File: src/rtl/keypad_scan_if.sv
// Pin bundle between keypad_scan and the keypad matrix / key consumer.
// slave is the scanner side, master is the board/consumer side.
interface keypad_scan_if;
   logic [3:0] IN_row;
   logic [3:0] OUT_col;
   logic [3:0] OUT_value;
   logic       OUT_key;
   logic       OUT_held;

   modport slave  (input IN_row, output OUT_col, output OUT_value, output OUT_key, output OUT_held);
   modport master (output IN_row, input OUT_col, input OUT_value, input OUT_key, input OUT_held);
endinterface

File: src/rtl/keypad_scan.sv
// 4x4 keypad matrix scanner: tick-paced column scan, debounce and single-key lockout.
// Auto-repeat while a key is held is built in only when KEYPAD_REPEAT_EN is defined.
module keypad_scan #(
   parameter int unsigned SCAN_DIV     = 1000,
   parameter int unsigned DEBOUNCE_CNT = 20,
   parameter int unsigned REPEAT_DLY   = 500,
   parameter int unsigned REPEAT_PER   = 100
) (
   input  logic         IN_clk,
   input  logic         IN_reset,
   keypad_scan_if.slave kp
);

   localparam int unsigned       DIV_W    = $clog2(SCAN_DIV);
   localparam int unsigned       CNT_W    = $clog2(DEBOUNCE_CNT + 1);
   localparam logic [DIV_W-1:0]  DIV_LAST = DIV_W'(SCAN_DIV - 1);
   localparam logic [CNT_W-1:0]  CNT_DONE = CNT_W'(DEBOUNCE_CNT);

   typedef enum logic [1:0] {
      ST_SCAN,
      ST_DEBOUNCE,
      ST_PRESSED
   } state_t;

   generate
      if (SCAN_DIV < 2 || SCAN_DIV > 65535) begin : g_bad_scan_div
         $error("keypad_scan: SCAN_DIV must be within 2..65535");
      end
      if (DEBOUNCE_CNT < 2 || DEBOUNCE_CNT > 255) begin : g_bad_debounce
         $error("keypad_scan: DEBOUNCE_CNT must be within 2..255");
      end
      if (REPEAT_DLY < 1 || REPEAT_PER < 1) begin : g_bad_repeat
         $error("keypad_scan: REPEAT_DLY and REPEAT_PER must be at least 1");
      end
   endgenerate

   state_t           state_q, state_d;
   logic [3:0]       row_meta_q, row_sync_q;
   logic [DIV_W-1:0] div_q, div_d;
   logic [1:0]       col_q, col_d;
   logic [1:0]       row_cap_q, row_cap_d;
   logic [CNT_W-1:0] deb_q, deb_d;
   logic [CNT_W-1:0] rel_q, rel_d;
   logic [3:0]       value_q, value_d;
   logic             key_q, key_d;

   logic             tick;
   logic             any_low;
   logic             cap_high;
   logic [1:0]       low_idx;
   logic [CNT_W-1:0] deb_inc, rel_inc;

`ifdef KEYPAD_REPEAT_EN
   localparam int unsigned REP_MAX = (REPEAT_DLY > REPEAT_PER) ? REPEAT_DLY : REPEAT_PER;
   localparam int unsigned REP_W   = $clog2(REP_MAX + 1);

   logic [REP_W-1:0] rep_q, rep_d;
   logic [REP_W-1:0] rep_inc, rep_target;
   logic             rep_first_q, rep_first_d;

   assign rep_inc    = rep_q + 1'b1;
   assign rep_target = rep_first_q ? REP_W'(REPEAT_DLY) : REP_W'(REPEAT_PER);
`endif

   // Lowest-index low row wins when several rows in the driven column are pressed.
   always_comb begin
      low_idx = 2'd3;
      if (!row_sync_q[0]) begin
         low_idx = 2'd0;
      end else if (!row_sync_q[1]) begin
         low_idx = 2'd1;
      end else if (!row_sync_q[2]) begin
         low_idx = 2'd2;
      end
   end

   assign tick     = (div_q == DIV_LAST);
   assign any_low  = (row_sync_q != 4'hF);
   assign cap_high = row_sync_q[row_cap_q];
   assign deb_inc  = deb_q + 1'b1;
   assign rel_inc  = rel_q + 1'b1;

   always_comb begin
      state_d   = state_q;
      col_d     = col_q;
      row_cap_d = row_cap_q;
      deb_d     = deb_q;
      rel_d     = rel_q;
      value_d   = value_q;
      key_d     = 1'b0;
      div_d     = tick ? '0 : div_q + 1'b1;
`ifdef KEYPAD_REPEAT_EN
      rep_d       = rep_q;
      rep_first_d = rep_first_q;
`endif

      if (tick) begin
         unique case (state_q)
            ST_SCAN: begin
               if (any_low) begin
                  row_cap_d = low_idx;
                  deb_d     = CNT_W'(1);
                  state_d   = ST_DEBOUNCE;
               end else begin
                  col_d = col_q + 2'd1;
               end
            end

            ST_DEBOUNCE: begin
               if (any_low && (low_idx == row_cap_q)) begin
                  if (deb_inc == CNT_DONE) begin
                     value_d = {row_cap_q, col_q};
                     key_d   = 1'b1;
                     deb_d   = '0;
                     rel_d   = '0;
                     state_d = ST_PRESSED;
`ifdef KEYPAD_REPEAT_EN
                     rep_d       = '0;
                     rep_first_d = 1'b1;
`endif
                  end else begin
                     deb_d = deb_inc;
                  end
               end else begin
                  deb_d   = '0;
                  col_d   = col_q + 2'd1;
                  state_d = ST_SCAN;
               end
            end

            // Only the captured key is watched here; anything else on the matrix is ignored.
            ST_PRESSED: begin
               if (cap_high) begin
                  if (rel_inc == CNT_DONE) begin
                     rel_d   = '0;
                     col_d   = col_q + 2'd1;
                     state_d = ST_SCAN;
                  end else begin
                     rel_d = rel_inc;
                  end
`ifdef KEYPAD_REPEAT_EN
                  rep_d       = '0;
                  rep_first_d = 1'b1;
`endif
               end else begin
                  rel_d = '0;
`ifdef KEYPAD_REPEAT_EN
                  if (rep_inc == rep_target) begin
                     key_d       = 1'b1;
                     rep_d       = '0;
                     rep_first_d = 1'b0;
                  end else begin
                     rep_d = rep_inc;
                  end
`endif
               end
            end

            default: begin
               state_d = ST_SCAN;
            end
         endcase
      end
   end

   always_ff @(posedge IN_clk or negedge IN_reset) begin
      if (!IN_reset) begin
         row_meta_q <= 4'hF;
         row_sync_q <= 4'hF;
         state_q    <= ST_SCAN;
         div_q      <= '0;
         col_q      <= 2'd0;
         row_cap_q  <= 2'd0;
         deb_q      <= '0;
         rel_q      <= '0;
         value_q    <= 4'h0;
         key_q      <= 1'b0;
      end else begin
         row_meta_q <= kp.IN_row;
         row_sync_q <= row_meta_q;
         state_q    <= state_d;
         div_q      <= div_d;
         col_q      <= col_d;
         row_cap_q  <= row_cap_d;
         deb_q      <= deb_d;
         rel_q      <= rel_d;
         value_q    <= value_d;
         key_q      <= key_d;
      end
   end

`ifdef KEYPAD_REPEAT_EN
   always_ff @(posedge IN_clk or negedge IN_reset) begin
      if (!IN_reset) begin
         rep_q       <= '0;
         rep_first_q <= 1'b1;
      end else begin
         rep_q       <= rep_d;
         rep_first_q <= rep_first_d;
      end
   end
`endif

   assign kp.OUT_col   = ~(4'b0001 << col_q);
   assign kp.OUT_value = value_q;
   assign kp.OUT_key   = key_q;
   assign kp.OUT_held  = (state_q == ST_PRESSED);

endmodule

File: src/flat_wrapper.sv
// flat-port wrapper written by rule: the top's interface ports become plain ports
module keypad_scan_flat 
#(
   parameter int unsigned SCAN_DIV     = 1000,
   parameter int unsigned DEBOUNCE_CNT = 20,
   parameter int unsigned REPEAT_DLY   = 500,
   parameter int unsigned REPEAT_PER   = 100
)
  (IN_clk, IN_reset, kp_IN_row, kp_OUT_col, kp_OUT_value, kp_OUT_key, kp_OUT_held);
  keypad_scan_if kp_i ();
  input  logic IN_clk;
  input  logic IN_reset;
  input wire logic [$bits(kp_i.IN_row)-1:0] kp_IN_row;
  output wire logic [$bits(kp_i.OUT_col)-1:0] kp_OUT_col;
  output wire logic [$bits(kp_i.OUT_value)-1:0] kp_OUT_value;
  output wire logic [$bits(kp_i.OUT_key)-1:0] kp_OUT_key;
  output wire logic [$bits(kp_i.OUT_held)-1:0] kp_OUT_held;
  assign kp_i.IN_row = kp_IN_row;
  assign kp_OUT_col = kp_i.OUT_col;
  assign kp_OUT_value = kp_i.OUT_value;
  assign kp_OUT_key = kp_i.OUT_key;
  assign kp_OUT_held = kp_i.OUT_held;
  keypad_scan #(.SCAN_DIV(SCAN_DIV), .DEBOUNCE_CNT(DEBOUNCE_CNT), .REPEAT_DLY(REPEAT_DLY), .REPEAT_PER(REPEAT_PER)) u_core (.IN_clk(IN_clk), .IN_reset(IN_reset), .kp(kp_i));
endmodule
File: config.mk
export PLATFORM = sky130hd
export DESIGN_NAME = keypad_scan_flat
export DESIGN_NICKNAME = d
export VERILOG_FILES = /design/src/rtl/keypad_scan_if.sv /design/src/rtl/keypad_scan.sv /design/src/flat_wrapper.sv
export SDC_FILE = /design/constraint.sdc
export NUM_CORES = 1
export LEC_CHECK = 0
export CAP_MARGIN = 20
export CORE_MARGIN = 4
export CORE_UTILIZATION = 52
export DETAILED_ROUTE_END_ITERATION = 7
export PLACE_DENSITY = 0.83
export REMOVE_ABC_BUFFERS = 1
export SLEW_MARGIN = 30
export SYNTH_ARGS = -nofsm -noshare
export SYNTH_HDL_FRONTEND = slang
export SYNTH_SLANG_ARGS = --single-unit
File: constraint.sdc
create_clock -name IN_clk -period 1.9 [get_ports IN_clk]
set_input_delay 0.285 -clock IN_clk [delete_from_list [all_inputs] [get_ports IN_clk]]
set_output_delay 0.285 -clock IN_clk [all_outputs]
set_load 0.02 [all_outputs]
# Word level (Yosys, flattened, before mapping)
# Cells that the tools add are included.
[word_totals]
n_memories = 0
latch_bits = 0
input_bits = 6
ramBits = 0
word_cells = 73
mem_bits_ro = 0
output_inout_bits = 10
reg_bits = 39
[classes]
div_mod_pow = 0
bitwise = 1
add_sub_neg = 4
eq_ne = 15
mux = 30
shift = 1
n_reduce_logical = 11
magnitude_cmp = 1
multipliers = 0
[op_table]
columns = ["operator", "n"]
rows = [
  ["two-way mux 5 bit", 7],
  ["two-way mux 2 bit", 11],
  ["case mux 5 bit (2 select lines)", 2],
  ["case mux 2 bit (3 select lines)", 2],
  ["adder 10 x 1 -> 10 bit, second input constant", 1],
  ["adder 5 x 1 -> 5 bit, second input constant", 2],
  ["equality test 10 bit, second input constant", 1],
  ["equality test 5 bit, second input constant", 2],
  ["two-way mux 10 bit", 1],
  ["inequality test 2 x 1 -> 1 bit, second input constant", 5],
  ["AND reduction 4 bit", 2],
  ["two-way mux 1 bit", 6],
  ["AND reduction 3 bit", 2],
  ["AND reduction 6 bit", 1],
  ["AND reduction 5 bit", 1],
  ["inequality test 2 bit, second input constant", 2],
  ["inequality test 4 bit, second input constant", 1],
  ["inverter 4 bit", 1],
  ["nonzero test 2 bit", 2],
  ["<< shifter 1 x 2 -> 4 bit, first input constant", 1],
  ["< comparator 2 x 3 -> 1 bit, second input constant", 1],
  ["inequality test 3 bit, second input constant", 1],
  ["nonzero test 3 bit", 1],
  ["adder 2 x 1 -> 2 bit, second input constant", 1],
  ["6 further kinds", 6],
]

# Logic depth before layout (Yosys ltp)
# Gate-level depths: netlist of run 1.
[logic_depth]
word_depth = 8
mapped_depth = 7
depth_no_buf = 7

# Worst setup path before layout of run 1
# OpenSTA, ideal clock, no wires.
[synth_path]
path_type = "reg2reg"
from = "reg u_core.div_q[0]"
to = "reg u_core.col_q[1]"
path_buffers = 0
arrival_ns = 1.827
setup_slack_ns = -0.055
setup_ns = 0.128
path_stages_with_launch = 7
cell_sequence = "dfrtp_1 -> ha_1 -> nand4b_4 -> nor4_4 -> nand2_1 -> nor3b_2 -> mux2_1"
[synth_between]
elab_chain_len = 2
[synth_rtl]
columns = ["element", "line", "rtl"]
rows = [
  ["from (decl)", "keypad_scan.sv:39", "logic [DIV_W-1:0] div_q, div_d;"],
  ["from (signal assigned)", "keypad_scan.sv:182", "div_q <= div_d;"],
  ["equality test 10 bit", "keypad_scan.sv:77", "assign tick = (div_q == DIV_LAST);"],
  ["AND reduction 6 bit (no source line)", "--", ""],
  ["to (signal assigned)", "keypad_scan.sv:183", "col_q <= col_d;"],
  ["to (decl)", "keypad_scan.sv:40", "logic [1:0] col_q, col_d;"],
]
# No other way between the ends.
# A chain may end at the register's enable or synchronous reset.

# Worst setup path after layout of run 1
[layout_path]
from = "reg u_core.div_q[1]"
to = "reg u_core.state_q[0]"
[layout_between]
elab_chain_len = 2
[layout_rtl]
columns = ["element", "line", "rtl"]
rows = [
  ["equality test 10 bit", "keypad_scan.sv:77", ""],
  ["AND reduction 5 bit (no source line)", "--", ""],
  ["to (signal assigned)", "keypad_scan.sv:181", "state_q <= state_d;"],
  ["to (decl)", "keypad_scan.sv:37", "state_t state_q, state_d;"],
]
# No other way between the ends.

==> impl_results.md, run 1 <==
- Synth Area in Simple Gates: 22.3%
- Number of synthesized flops with an enable pin: 0
- Pin count of the biggest net entering global routing: 40
- Status: complete, no violations
- Compound-cell area share of the yosys netlist: 11.2%
- Crit share post-route: 98.9%
- Critical Path Max Stage Delay: 0.57 ns
- Critical-path cell list: ha_4 > nand4b_4 > or4_4 > nor3_4 > o21ai_1 > mux2i_1
- Unrepaired setup endpoints after global routing: true
- Final min period: 1.88 ns
- Via count: 1612
- Routed len/inst: 14.5 um
- First drt pass iteration count: 6
- Cell variety after synth: 56
- CTS root buffer: clkbuf_8
- Synth Area in XOR/XNOR: 3.39%
- Sequential share of the synthesized area: 47.7%
- Fraction of layout cells with a size suffix above 1: 28.9%
- Starting DRT DRC Count: 131
- Initial core utilization: 55.2%
- #FFs+latches synth: 39
- Max stage delay cell, worst path: or4_4
- Rows: 22
- Hold_buf cts: 0
- H-tree levels: 2
- Met1 Use GR: 23.2%
- Area of the core: 3740 um2
- Slew at the pin closest to its max-slew limit: 0.463 ns
- DRC errors left: 0
- Detail Route Antenna Nets: 0
- Area share of fa/ha/maj cells after synthesis: 6.65%
- Post-DP HPWL: 2990 um
- Setup Total Neg Slack: 0 ns
- Layout area overhead: 27.0%
- Area post-placement: 2420 um2
- Chip width: 71.1 um
- Max Freq: 532 MHz
- Main synth FF type: dfrtp_1
- Final hold vios: 0
- Pwr dens: 610 nW/um2
- Rel. slew slack: 69.1%
- Vias in the first global route: 1662
- TritonCTS Buffers: 5
- Min-Delay Path Class: in -> async
- Initial antenna violation count: 0
- Gr ovfl total: 0
- Most frequent cells in the layout: dfrtp_1, buf_4, nand2_1, inv_1, nor2_1
- Final setup fails: 0
- Wire length after detailed routing: 4210 um
- Final Skew: 0.00751 ns
- Crit path capture type: flop
- GR Util All Layers: 19.0%
- Commonest non-fill, non-tap cell in the layout: dfrtp_1
- Post-Syn Instances: 196
- First-pass GRT wire length: 7650 um
- Clock tree from TritonCTS: built
- Number of port buffers: 15
- Met2 Track Usage GR: 32.0%
- # diodes: 0
- Main combinational cell family by area after synthesis: simple AND/OR/NAND/NOR gates
- Leakage: 1.17 nW
- Clock Tree Buf Depth: 2
- Worst skew pair latency: 0.29 ns
- Routability cong.: 0.909
- I/O pins: 16
- CP max FO: 5
- Post-layout net count: 258
- Setup Crit Path Kind: reg -> reg
- Async S/R FF share, synth: 100%
- Mean post-synth cell area: 10.6 um2
- Max-Cap Viols: 0
- Startpoint types: flop
- Final instance area: 2630 um2
- Req. time, crit path: 2.08 ns
- Gr busiest metal: met2
- CTS sink cnt: 39
- Via density: 5.56
- Synth Warn #: 0
- R2R depth: 6
- Synthesized area: 2070 um2
- Slew Viols, Final: 0
- GR met3 Demand/Resource: 4.83%
- Reg clk slew, reported paths: 0.07 ns
- Crit path DAT: 2.06 ns
- Maximum VDD drop: 0.604 mV
- Die ar.: 5050 um2
- Mux contribution to synthesized area: 5.32%
- Die Y-Extent: 71.1 um
[cells in the mapped netlist, drive strengths merged (3+ instances only)]
cell type / count / area [um2]
dfrtp: 31 / 776
nand2: 20 / 77.6
inv: 17 / 63.8
nor2: 15 / 58.8
ha: 11 / 138
o21ai: 11 / 58.8
nand3: 9 / 45.0
dfstp: 8 / 210
mux2: 6 / 67.6
a21oi: 5 / 25.0
nor4: 5 / 61.3
xor2: 5 / 43.8
nand4: 4 / 25.0
a22o: 3 / 26.3
and2: 3 / 21.3
nor3: 3 / 20.0
or2: 3 / 18.8
xnor2: 3 / 26.3
[worst paths after layout]
| kind | startpoint | end | slack, ns |
|---|---|---|---|
| worst max-delay path | u_core.div_q[1]$_DFF_PN0_ | u_core.state_q[0]$_DFFE_PN0P_ | 0.02 |
| worst min-delay path | IN_reset | u_core.kp.OUT_value[3]$_DFFE_PN0P_ | 0.03 |
| min in group IN_clk | u_core.row_meta_q[2]$_DFF_PN1_ | u_core.row_sync_q[2]$_DFF_PN1_ | 0.36 |
| worst max register to register | u_core.div_q[1]$_DFF_PN0_ | u_core.state_q[0]$_DFFE_PN0P_ | 0.02 |
| max in group asynchronous | IN_reset | u_core.row_meta_q[3]$_DFF_PN1_ | 1.52 |
| worst min register to register | u_core.row_meta_q[2]$_DFF_PN1_ | u_core.row_sync_q[2]$_DFF_PN1_ | 0.36 |
[stage by stage]
stage | hold slack [ns] | total power, mW | worst slack (ns) | util [%] | cells
3_3_place_gp | 0.346 | 0.907 | 0.0548 | 64.5 | 277
6_report | 0.0313 | 1.60 | 0.0206 | 70.2 | 290
5_1_grt | 0.0784 | 1.66 | -0.0751 | 70.2 | 290
4_1_cts | 0.0407 | 1.62 | 0.00647 | 67.9 | 285
2_1_floorplan | -0.0106 | 0.876 | -0.0545 | - | 194
3_5_place_dp | 0.348 | 0.908 | -0.0118 | 64.5 | 277
[what timing repair did]
action                     in CTS  in global routing
setup endpoints to repair       7                 15
buffers inserted                0                  5
gates resized for setup         7                  9
pin swaps                       1                  5
gates cloned                    0                  0
[layer usage]
layer	up-vias	part of all wire [%]
li1	779	-
met4	0	2.2
met5	-	0
met2	36	51
met3	13	3.7
met1	784	43
[flip-flops by register name (all words and copies together) (netlist names), 4 cells and up]
register and cells:
u_core.kp.OUT_value 4, u_core.row_sync_q 4, u_core.div_q 10, u_core.deb_q 5
u_core.rel_q 5, u_core.row_meta_q 4
[where the power goes]
| group | internal, mW | switching (mW) |
|---|---|---|
| logic | 0.0171 | 0.0246 |
| clock network | 0.424 | 0.284 |
| registers | 0.845 | 0.00692 |
| total | 1.29 | 0.316 |
[cells by family (layout without fill, tap and decap cells)]
| kind of cell | Yosys count | after routing |
|---|---|---|
| buffers and inverters | 19 | 65 |
| adder cells (fa/ha/maj) | 11 | 11 |
| AO/OA/AOI/OAI | 34 | 34 |
| multiplexers | 9 | 9 |
| flip-flops | 39 | 39 |
| XOR/XNOR | 8 | 8 |
| AND/OR/NAND/NOR | 76 | 76 |
[final cells by class]
class                           count  area, um2
Sequential cell                    39        986
Clock inverter                      2       35.0
Multi-Input combinational cell    138       1070
Timing Repair Buffer               40        330
Inverter                           17       63.8
Tap cell                           48       60.1
Clock buffer                        6       82.6
Fill cell                         271       1120
[critical path: cells and delay by family (launching register included)]
kind | cells | cell delay, ns
compound gates | 1 | 0.11
fa+ha+maj | 1 | 0.17
flops | 1 | 0.41
mux | 1 | 0.13
simple gates | 3 | 0.95
(Power assumes the default switching activity.)
==> inputs of run 2 (changes only) <==
--- a/config.mk
+++ b/config.mk
@@ -7,9 +7,10 @@
 export LEC_CHECK = 0
 export CAP_MARGIN = 20
 export CORE_MARGIN = 4
-export CORE_UTILIZATION = 52
+export CORE_UTILIZATION = 56
 export DETAILED_ROUTE_END_ITERATION = 7
-export PLACE_DENSITY = 0.83
+export DONT_BUFFER_PORTS = 1
+export PLACE_DENSITY = 0.82
 export REMOVE_ABC_BUFFERS = 1
 export SLEW_MARGIN = 30
 export SYNTH_ARGS = -nofsm -noshare
==> impl_results.md, run 2 (synthesized netlist as in run 1, its figures left out) <==
- Clock Tree Buf Depth: 2 (unchanged)
- Final Skew: 0.00503 ns (-0.00248 ns)
- Min-Delay Path Class: reg -> reg
- Setup Crit Path Kind: reg -> reg
- Biggest register: u_core.div_q
- Wire length after detailed routing: 4860 um (+15%)
- Setup WS pre-CTS: -0.00118 ns (+0.0106 ns)
- Detail Route Antenna Nets: 0 (unchanged)
- Die Y-Extent: 68.8 um (-3.2%)
- Worst setup path end: u_core.col_q[1]$_DFFE_PN0P_
- Hold path startpoint: u_core.row_meta_q[1]$_DFF_PN1_
- Worst R2R End: u_core.col_q[1]$_DFFE_PN0P_
- Commonest non-fill, non-tap cell in the layout: dfrtp_1
- Critical-path cell list: ha_1 > nor4bb_2 > a21boi_2 > nor3b_2 > mux2_1
- Critical Path Max Stage Delay: 0.43 ns (-0.14 ns)
- Maximum VDD drop: 0.697 mV (+15%)
- DRC errors left: 0 (unchanged)
- Max reg flops: 10 (unchanged)
- Slew at the pin closest to its max-slew limit: 0.441 ns (-0.0223 ns)
- Power, Total: 1.61 mW (+0.37%)
- Pin count of the biggest net entering global routing: 40 (unchanged)
- Area post-placement: 2290 um2 (-5.2%)
- Final worst slack: 0.0293 ns (+0.00867 ns)
- CP max FO: 4 (-1)
- Via count: 1683 (+4.4%)
- I/O pins: 16 (unchanged)
- Final min period: 1.87 ns (-0.00867 ns)
- Final setup fails: 0 (unchanged)
- Fraction of layout cells with a size suffix above 1: 34.0% (+5.1 points)
- Area of the core: 3440 um2 (-8.1%)
- First drt pass iteration count: 6 (unchanged)
- Slew Viols, Final: 0 (unchanged)
- Initial antenna violation count: 0 (unchanged)
- Status: complete, no violations
- Max Freq: 535 MHz (+0.46%)
- Post-DP HPWL: 3220 um (+7.8%)
- Final instance area: 2600 um2 (-0.86%)
- Chip width: 68.8 um (-3.2%)
- Gr ovfl total: 0 (unchanged)
- Starting DRT DRC Count: 121 (-7.6%)
- GR Util All Layers: 22.5% (+3.5 points)
- Routability cong.: 0.872 (-4.0%)
- H-tree levels: 2 (unchanged)
- Unrepaired setup endpoints after global routing: true
- Most frequent cells in the layout: dfrtp_1, buf_4, nand2_1, inv_1, nor2_1
- Final hold vios: 0 (unchanged)
- Die ar.: 4730 um2 (-6.4%)
- R2R setup slack: 0.03 ns (about the same)
- Crit path DAT: 2.05 ns (about the same)
- Rel. slew slack: 70.5% (+1.4 points)
- Via density: 5.99 (+7.7%)
- Post-layout net count: 251 (-2.7%)
- Reg clk slew, reported paths: 0.08 ns (about the same)
- Hold Path Cell Cnt: 0
- Non-Filler Instances: 281 (-3.1%)
- Crit share post-route: 98.5% (-0.46 points)
- CP startpoint: u_core.rel_q[0]$_DFFE_PN0P_
- Crit path capture type: flop
- # diodes: 0 (unchanged)
- Req. time, crit path: 2.08 ns (about the same)
- Fillers: 220 (-19%)
- Max-Cap Viols: 0 (unchanged)
- Leakage: 1.16 nW (-0.81%)
- Worst reg2reg startpoint: u_core.rel_q[0]$_DFFE_PN0P_
- CTS root buffer: clkbuf_8
- Number of port buffers: 0 (-15)
- Clock tree from TritonCTS: built
- Startpoint types: flop
- R2R depth: 5 (-1)
- TritonCTS Buffers: 5 (unchanged)
- CTS sink cnt: 39 (unchanged)
- Layout area overhead: 25.9%
- Vias in the first global route: 1712 (+3.0%)
- Pwr dens: 618 nW/um2 (+1.2%)
- Largest registers: u_core.div_q x10, u_core.deb_q x5, u_core.rel_q x5
- Initial core utilization: 60.1% (+4.8 points)
- Max stage delay cell, worst path: nor4bb_2
- First-pass GRT wire length: 7620 um (-0.37%)
- Rows: 21 (-4.5%)
- Worst skew pair latency: 0.30 ns (about the same)
- Dpl cells: 263 (-5.1%)
- Routed len/inst: 17.3 um (+19%)
[run 2: worst min path at each step]
| stage | to | slack [ns] |
|---|---|---|
| finish | u_core.row_sync_q[1]$_DFF_PN1_ | 0.36 |
| global route | u_core.row_sync_q[1]$_DFF_PN1_ | 0.36 |
| detailed placement | u_core.rel_q[2]$_DFFE_PN0P_ | -0.009 |
| CTS | u_core.row_sync_q[1]$_DFF_PN1_ | 0.36 |
| floorplan | u_core.col_q[0]$_DFFE_PN0P_ | -0.01 |
| global placement | u_core.rel_q[3]$_DFFE_PN0P_ | -0.01 |
[run 2: timing repair]
action | 4_1_cts | 5_1_grt
hold endpoints to repair | 43 | 0
setup endpoints to repair | 2 | 13
resized for setup | 3 | 19
hold buffers | 6 | 0
pin swaps | 1 | 3
buffers inserted | 0 | 4
[run 2: where the power goes]
| part | internal, mW | switching [mW] | leakage [nW] |
|---|---|---|---|
| registers | 0.845 | 0.00558 | 0.503 |
| logic | 0.0231 | 0.0290 | 0.606 |
| clock network | 0.395 | 0.311 | 0.0548 |
[run 2: critical path, delay by kind of cell (launching register included)]
kind,cells,cell delay (ns)
and+or+nand+nor,2,0.65
muxes,1,0.33
DFF,1,0.40
AOI/OAI and AO/OA,1,0.18
adders and majority gates,1,0.20
[run 2: per-stage QoR]
stage          hold WS (ns)  utilization, %  TNS [ns]
2_1_floorplan       -0.0106               -   -0.0545
3_3_place_gp       -0.00970            66.6         0
3_5_place_dp       -0.00939            66.6  -0.00118
4_1_cts               0.361            72.4         0
5_1_grt               0.363            75.6    -0.122
6_report              0.360            75.6         0
[run 2: area by class of cell]
| cell class | count | area (um2) | share of cell area [%] |
|---|---|---|---|
| Multi-Input combinational cell | 138 | 1110 | 42.6 |
| Sequential cell | 39 | 986 | 37.9 |
| Timing Repair Buffer | 33 | 273 | 10.5 |
| Clock buffer | 5 | 68.8 | 2.64 |
| Inverter | 17 | 63.8 | 2.45 |
| Tap cell | 46 | 57.6 | 2.21 |
| Clock inverter | 3 | 46.3 | 1.78 |
[run 2: per-layer routing]
layer / vias up / wire length (um) / global-route usage, %
met5: - / 0 / 0
met4: 0 / 162 / 13.4
met3: 14 / 199 / 5.02
met2: 63 / 2480 / 38.4
met1: 825 / 2010 / 25.5
li1: 781 / - / -
